<file path="src/rtl/dram_line_master.sv">
// Whole-line read/write sequencer in front of a single-port DRAM with one-cycle read latency.
// Each request becomes BEATS consecutive word accesses; the result comes back on a valid/ready response.
module dram_line_master #(
  parameter int DATA  = 32,
  parameter int ADDR  = 28,
  parameter int BEATS = 4
) (
  input  logic                  clk,
  input  logic                  rst_n,
  input  logic                  req_valid,
  output logic                  req_ready,
  input  logic                  req_wr,
  input  logic [ADDR-1:0]       req_addr,
  input  logic [DATA*BEATS-1:0] req_wdata,
  output logic                  resp_valid,
  input  logic                  resp_ready,
  output logic                  resp_wr,
  output logic [DATA*BEATS-1:0] resp_rdata,
  output logic                  mem_wr,
  output logic [ADDR-1:0]       mem_addr,
  output logic [DATA-1:0]       mem_din,
  input  logic [DATA-1:0]       mem_dout
);
  localparam int OFF = $clog2(BEATS);
  localparam logic [OFF-1:0] LAST = OFF'(BEATS - 1);

  typedef enum logic [1:0] {IDLE, WRITE, READ, RESP} state_t;

  state_t                     state_reg, state_next;
  logic [OFF-1:0]             cnt_reg;
  logic [BEATS-1:0][DATA-1:0] wdata_reg;
  logic [BEATS-1:0][DATA-1:0] line_reg;
  logic [BEATS-1:0][DATA-1:0] req_line;
  logic                       rd_valid_reg;
  logic [OFF-1:0]             rd_idx_reg;
  logic                       mem_wr_reg;
  logic [ADDR-1:0]            mem_addr_reg;
  logic [DATA-1:0]            mem_din_reg;
  logic                       resp_valid_reg;
  logic                       resp_wr_reg;
  logic                       last_capture;
  logic                       unused_addr_bits;

  genvar gi;
  generate
    for (gi = 0; gi < BEATS; gi++) begin : g_pack
      assign req_line[gi]                 = req_wdata[gi*DATA +: DATA];
      assign resp_rdata[gi*DATA +: DATA]  = line_reg[gi];
    end
  endgenerate

  // Line offset bits of the request address are dropped on purpose.
  assign unused_addr_bits = ^req_addr[OFF-1:0];

  assign req_ready    = (state_reg == IDLE);
  assign last_capture = rd_valid_reg && (rd_idx_reg == LAST);
  assign mem_wr       = mem_wr_reg;
  assign mem_addr     = mem_addr_reg;
  assign mem_din      = mem_din_reg;
  assign resp_valid   = resp_valid_reg;
  assign resp_wr      = resp_wr_reg;

  always_ff @(posedge clk or negedge rst_n) begin
    if (!rst_n) state_reg <= IDLE;
    else        state_reg <= state_next;
  end

  always_comb begin
    state_next = state_reg;
    case (state_reg)
      IDLE:    if (req_valid) state_next = req_wr ? WRITE : READ;
      WRITE:   if (cnt_reg == LAST) state_next = RESP;
      READ:    if (last_capture) state_next = RESP;
      RESP:    if (resp_ready) state_next = IDLE;
      default: state_next = IDLE;
    endcase
  end

  always_ff @(posedge clk or negedge rst_n) begin
    if (!rst_n) begin
      cnt_reg        <= '0;
      wdata_reg      <= '0;
      line_reg       <= '0;
      rd_valid_reg   <= 1'b0;
      rd_idx_reg     <= '0;
      mem_wr_reg     <= 1'b0;
      mem_addr_reg   <= '0;
      mem_din_reg    <= '0;
      resp_valid_reg <= 1'b0;
      resp_wr_reg    <= 1'b0;
    end else begin
      rd_valid_reg <= 1'b0;
      case (state_reg)
        IDLE: begin
          if (req_valid) begin
            mem_addr_reg <= {req_addr[ADDR-1:OFF], {OFF{1'b0}}};
            cnt_reg      <= '0;
            wdata_reg    <= req_line;
            mem_wr_reg   <= req_wr;
            if (req_wr) mem_din_reg <= req_line[0];
          end
        end
        WRITE: begin
          if (cnt_reg == LAST) begin
            mem_wr_reg     <= 1'b0;
            resp_valid_reg <= 1'b1;
            resp_wr_reg    <= 1'b1;
          end else begin
            cnt_reg      <= cnt_reg + OFF'(1);
            mem_addr_reg <= mem_addr_reg + ADDR'(1);
            mem_din_reg  <= wdata_reg[cnt_reg + OFF'(1)];
          end
        end
        READ: begin
          // The address presented now is sampled at this edge; its data appears one edge later.
          rd_valid_reg <= !last_capture;
          rd_idx_reg   <= cnt_reg;
          if (cnt_reg != LAST) begin
            cnt_reg      <= cnt_reg + OFF'(1);
            mem_addr_reg <= mem_addr_reg + ADDR'(1);
          end
          if (rd_valid_reg) line_reg[rd_idx_reg] <= mem_dout;
          if (last_capture) begin
            resp_valid_reg <= 1'b1;
            resp_wr_reg    <= 1'b0;
          end
        end
        RESP: begin
          if (resp_ready) resp_valid_reg <= 1'b0;
        end
        default: ;
      endcase
    end
  end
endmodule

</file>
<file path="config.mk">
export PLATFORM = sky130hd
export DESIGN_NAME = dram_line_master
export DESIGN_NICKNAME = d
export VERILOG_FILES = /design/src/rtl/dram_line_master.sv
export SDC_FILE = /design/constraint.sdc
export NUM_CORES = 1
export LEC_CHECK = 0
export CAP_MARGIN = 0
export CORE_ASPECT_RATIO = 0.5
export CORE_UTILIZATION = 33
export DETAILED_ROUTE_END_ITERATION = 8
export GPL_ROUTABILITY_DRIVEN = 0
export GPL_TIMING_DRIVEN = 0
export PLACE_DENSITY = 0.68
export RECOVER_POWER = 50
export SLEW_MARGIN = 10
export SYNTH_ARGS = -nofsm -noshare
export SYNTH_HDL_FRONTEND = slang
export SYNTH_SLANG_ARGS = --single-unit
</file>
<file path="constraint.sdc">
create_clock -name clk -period 2 [get_ports clk]
set_input_delay 0.3 -clock clk [delete_from_list [all_inputs] [get_ports clk]]
set_output_delay 0.3 -clock clk [all_outputs]
set_load 0.01 [all_outputs]
</file>
==> results.py, run 1 <==
metrics = {
    "status": {
        "status": "finished, final reports clean",
    },
    "cts": {
        "cts_tree": "done",
        "h-tree-depth": 1,
        "numClockSinks": 326,
        "cts_max_path_buffers": 3,
        "clockRootBuffer": "clkbuf_16",
        "clkTransAtPathRegs_ns": 0.07,
        "clkLatencyLatePin_ns": 0.58,
        "cts_buffers": 31,
    },
    "logic_synthesis": {
        "synth-edff-count": 0,
        "ys.flop_type": "dfrtp_1",
        "synthTopCellsByArea": "dfrtp_1 58%, mux2_2 21%, mux4_2 5.2%, mux2i_1 2.7%, a21oi_1 1.7%",
        "avgSynthCellArea_um2": 14.1,
        "netlist.area_leader.share": 0.584,
        "synthCells": 993,
        "ys_types": 45,
        "synth-seq-cells": 326,
        "yosysWarnings": 0,
        "synth_top_area_cell": "dfrtp_1",
        "synth_area_um2": 14000,
        "synth_nets": 1193,
        "async_flop_share": 1.00,
        "yosysSeqAreaShare": 0.584,
    },
    "critical_path": {
        "startpoint": "mem_addr[6]",
        "slowest_delay_ns": 0.59,
        "crit_chain": "clkdlybuf4s50_1",
        "path_delay_family": "buffers and inverters",
        "cp-end-kind": "output port",
        "critPathBufInv": 1,
        "start_kind": "register",
        "cp.arrival_ns": 1.64,
        "crit_fanout": 6,
        "cp_slowest_cell": "clkdlybuf4s50_1",
        "required_ns": 1.70,
        "r2r_setup_slack_ns": 0.06,
        "critPathKind": "register to output port",
        "timing.rr.start": "state_reg[0]",
    },
    "power": {
        "p_leak_nw": 8.38,
        "p_per_area_nw_per_um2": 1720,
        "vdd_drop_max_v": 0.000977,
        "power.total_w": 0.0351,
    },
    "die": {
        "initial_utilization": 0.340,
        "die_h_um": 147,
        "die_x_um": 293,
        "design.portCount": 385,
        "die_area_um2": 43200,
        "core-area_um2": 41100,
        "core.rowCount": 52,
    },
    "layout": {
        "drive_above_1_share": 0.321,
        "fillCellCount": 3532,
        "areaGrowthSynthToFinish_pct": 45.6,
        "nNetsFinal": 1634,
    },
    "detailed_routing": {
        "avgRoutedWirePerCell_um": 21.2,
        "drt_iter0_drc": 605,
        "drt_pass1_iterations": 5,
        "num_vias": 10200,
        "routed_wl_mm": 43.3,
        "vias_per_cell": 4.99,
        "drt_drc_violations_left": 0,
        "final_antenna_net_count": 0,
    },
    "sta": {
        "rsz0062_at_grt": "yes",
        "tightest_slew_ns": 0.555,
        "min_period_ns": 1.94,
        "hold_violations": 0,
        "fin_skew_ns": 0.0274,
        "worst_slack_ns": 0.0574,
        "fin_crit_sh": 0.971,
        "slew-limit-headroom": 0.630,
        "fmax_mhz": 515,
        "slew_viol_final": 0,
        "setup_viol": 0,
    },
    "flow_run": {
        "maxCapViolations": 0,
    },
    "grt": {
        "grtUsageMet2": 0.375,
        "top_usage_layer": "met2",
        "grt_max_degree": 110,
        "antenna_found_initial": 12,
        "use_met3": 0.0253,
        "grt_use_met1": 0.219,
        "grt_pass1_vias": 11100,
        "overflow": 0,
        "grt_usage": 0.196,
        "grt_pass1_wl_mm": 65.7,
    },
    "place": {
        "place_ws_ns": -0.662,
        "hpwlAfterDp_mm": 31.2,
        "io_buffers": 382,
    },
    "min_path": {
        "worstHoldPathType": "input pin to asynchronous set/reset pin",
    },
}
## path summary, 6_finish.rpt
kind                                  endpoint  depth (start not counted)
min in group clk                  mem_addr[13]                          3
worst max-delay path               mem_addr[6]                          1
worst min register to register  resp_rdata[46]                          1
max in group asynchronous       resp_rdata[94]                          4
worst min-delay path             wdata_reg[55]                          2
worst max register to register    mem_addr[21]                          8
## metrics by stage
step,instance area (um2),cells,util,hold slack [ns],setup TNS (ns)
floorplan,14000,993,-,0.00441,0
global placement,18500,1942,0.451,0.483,-4286.13
detailed placement,18600,1945,0.453,0.281,-100.76
CTS,19900,2011,0.486,0.249,-0.837
global route,20300,2038,0.495,0.275,-0.170
finish,20300,2039,0.495,0.251,0
## cell families after synthesis
kind of cell / synth area share
AOI/OAI and AO/OA: 0.0462
adders and majority gates: 0.00627
buffers and inverters: 0.0219
DFF: 0.584
muxes: 0.287
and+or+nand+nor: 0.0548
## Yosys cell counts (all sizes together), types with 21 or more instances
| master | n |
|---|---|
| mux2 | 258 |
| o22ai | 21 |
| mux4 | 32 |
| nor2 | 52 |
| o21ai | 26 |
| dfrtp | 326 |
| mux2i | 38 |
| nand2 | 24 |
| clkbuf | 34 |
| nand3 | 28 |
| buf | 29 |
| a21oi | 48 |
## power by group
part	internal, W	total, W	switching (W)
Sequential	0.0101	0.0122	0.00215
Combinational	0.00943	0.0168	0.00739
Clock	0.00334	0.00605	0.00271
## what timing repair did
action                                  CTS  global route
cloned                                    0             4
hold buffers                              1             0
buffers inserted                         10            12
hold endpoints to repair                 65             0
gates resized for setup                  92            72
pin swaps                                 4             3
endpoints found under the setup margin  316           311
## cells in the final DEF, fill, tap and decap left out, types with 18 or more instances in the layout
| master | n |
|---|---|
| clkdlybuf4s50_1 | 379 |
| dfrtp_1 | 315 |
| mux2_2 | 258 |
| nor2_1 | 51 |
| a21oi_1 | 47 |
| mux2i_1 | 38 |
| clkbuf_16 | 35 |
| mux4_2 | 32 |
| nand3_1 | 27 |
| buf_4 | 27 |
| nand2_1 | 22 |
| o21ai_0 | 20 |
| buf_6 | 18 |
## layer usage
metal  up-vias  part of all wire
met3        91             0.031
met1      5321              0.37
met2       228              0.56
met5         -                 0
li1       4540                 -
met4         0             0.040
## cell type report
class	count	area (um2)	share of cell area
clock buffer	39	856	0.0421
buffer	59	520	0.0256
timing repair buffer	412	4200	0.207
sequential	326	8170	0.402
inverter	9	33.8	0.00166
antenna	13	32.5	0.00160
clock inverter	19	181	0.00892
tap	567	709	0.0349
multi-input combinational	595	5630	0.277
No activity file was read; power rests on OpenSTA's default activity.
==> inputs of run 2 (changes only) <==
- TNS_END_PERCENT: unset -> 20
==> run 2 against run 1 <==
  * Sequential power hardly changed
  * Total power is 0.50% higher
  * Setup slack worse by 0.054 ns
  * Highest routed layer unchanged
  * Critical endpoint is now mem_addr[21]
  * Cell count is 0.25% lower
  * Wire length is 0.50% lower
==> results.py, run 2 (synthesis results as in run 1) <==
metrics = {
    "status": {
        "status": "finished, final reports clean",
    },
    "grt": {
        "overflow": 0,
        "grt_max_degree": 110,
        "grt_pass1_vias": 11000,
        "grt_usage": 0.195,
        "antenna_found_initial": 12,
        "grt_pass1_wl_mm": 65.4,
    },
    "critical_path": {
        "path_delay_family": "simple AND/OR/NAND/NOR gates",
        "crit_chain": "buf_6 > ha_4 > buf_6 > o21ai_2 > and3b_2 > buf_8 > nand4_1 > mux2i_1 > a21oi_1",
        "crit_top_cell": "buf_6",
        "cp-end-kind": "register",
        "cp_slowest_cell": "dfrtp_1",
        "critPathBufInv": 3,
        "reg2reg_depth": 9,
        "slowest_delay_ns": 0.39,
        "start_kind": "register",
        "r2r_end": "mem_addr[21]",
        "r2r_setup_slack_ns": 0.004,
        "critPathKind": "register to register",
        "required_ns": 2.46,
        "timing.rr.start": "state_reg[1]",
        "cp.arrival_ns": 2.46,
        "crit_fanout": 6,
    },
    "sta": {
        "slew-limit-headroom": 0.637,
        "fin_skew_ns": 0.0237,
        "worst_slack_ns": 0.00355,
        "rsz0062_at_grt": "yes",
        "tightest_slew_ns": 0.544,
        "slew_viol_final": 0,
        "fin_crit_sh": 0.998,
        "setup_viol": 0,
        "min_period_ns": 2.00,
        "fmax_mhz": 501,
        "hold_violations": 0,
    },
    "power": {
        "vdd_drop_max_v": 0.00113,
        "p_leak_nw": 8.38,
        "p_per_area_nw_per_um2": 1730,
        "power.total_w": 0.0352,
    },
    "flow_run": {
        "maxCapViolations": 0,
    },
    "cts": {
        "cts_tree": "done",
        "cts_buffers": 31,
        "numClockSinks": 326,
        "cts_max_path_buffers": 3,
        "clockRootBuffer": "clkbuf_16",
        "clkLatencyLatePin_ns": 0.58,
        "h-tree-depth": 1,
        "clkTransAtPathRegs_ns": 0.07,
    },
    "die": {
        "die_h_um": 147,
        "core-area_um2": 41100,
        "die_area_um2": 43200,
        "core.rowCount": 52,
        "initial_utilization": 0.340,
        "die_x_um": 293,
        "design.portCount": 385,
    },
    "layout": {
        "nNetsFinal": 1630,
        "areaGrowthSynthToFinish_pct": 45.8,
        "layout_commonest_cell": "clkdlybuf4s50_1",
        "drive_above_1_share": 0.319,
        "regArea_um2": 8170,
        "utilization": 0.496,
        "multiInputGateArea_um2": 5650,
        "fillCellCount": 3534,
        "final_cell_mix": "379 x clkdlybuf4s50_1, 317 x dfrtp_1, 258 x mux2_2",
    },
    "detailed_routing": {
        "drt_iter0_drc": 584,
        "final_antenna_net_count": 0,
        "vias_per_cell": 5.00,
        "avgRoutedWirePerCell_um": 21.2,
        "num_vias": 10200,
        "routed_wl_mm": 43.1,
        "drt_pass1_iterations": 5,
        "drt_drc_violations_left": 0,
    },
    "place": {
        "io_buffers": 382,
        "hpwlAfterDp_mm": 31.2,
        "place_ws_ns": -0.662,
    },
    "min_path": {
        "worstHoldPathType": "input pin to asynchronous set/reset pin",
    },
}
-- run 2: changes by cell type in the layout (fill, tap and decap cells not counted), moves of 2 or more --
cell,delta
ha_1,-2
o21ai_1,-2
buf_4,-12
buf_8,+2
buf_2,-2
dfrtp_1,+2
clkbuf_4,+2
clkbuf_8,+4
dfrtp_2,-2
buf_6,+4
o21ai_0,+2
o22ai_2,-2
-- run 2: worst reg2reg max path, delay by kind of cell (launching register included) --
family	cells	cell delay, ns
adders and majority gates	1	0.15
muxes	1	0.19
DFF	1	0.39
buffers and inverters	3	0.43
AOI/OAI and AO/OA	2	0.24
and+or+nand+nor	2	0.47
-- run 2: timing repair --
item,in CTS,in global routing
hold endpoints to repair,65,0
resized for setup,93,83
buffers inserted,0,17
cloned,0,3
hold buffers,1,0
pin swaps,2,8
endpoints found under the setup margin,316,307
-- run 2: worst max-delay path by stage --
stage / startpoint / endpoint / cells past startpoint
global placement: rst_n / resp_rdata[124] / 1
CTS: state_reg[0] / resp_rdata[5] / 7
global route: state_reg[1] / mem_addr[21] / 9
detailed placement: state_reg[1] / mem_din[16] / 7
finish: state_reg[1] / mem_addr[21] / 9
floorplan: state_reg[0] / wdata_reg[100] / 7
-- run 2: layout make-up --
| class | instances | area share |
|---|---|---|
| antenna | 12 | 0.00147 |
| tap | 567 | 0.0348 |
| sequential | 326 | 0.401 |
| clock buffer | 39 | 0.0420 |
| clock inverter | 19 | 0.00891 |
| buffer | 61 | 0.0294 |
| multi-input combinational | 595 | 0.277 |
| timing repair buffer | 406 | 0.203 |
| inverter | 9 | 0.00184 |
-- run 2: metal layers --
| layer | GRT usage | up-vias | routed length, um |
|---|---|---|---|
| met4 | 0.0838 | 0 | 1770 |
| met1 | 0.219 | 5312 | 16000 |
| met2 | 0.371 | 237 | 24100 |
| li1 | - | 4533 | - |
| met5 | 0 | - | 0 |
| met3 | 0.0245 | 93 | 1210 |
-- run 2: through the flow --
step           hold WS [ns]  cell area [um2]   TNS, ns  std cells
6_report              0.251            20400         0       2034
3_3_place_gp          0.483            18500  -4286.13       1942
3_5_place_dp          0.281            18600   -100.76       1945
2_1_floorplan       0.00441            14000         0        993
5_1_grt               0.275            20400    -0.364       2034
4_1_cts               0.249            19900     -5.77       2003
-- run 2: power by group --
part | total, W | leakage, nW | switching [W] | internal, W
clock network | 0.00604 | 0.527 | 0.00270 | 0.00334
logic | 0.0170 | 4.04 | 0.00742 | 0.00959
registers | 0.0122 | 3.81 | 0.00215 | 0.0101
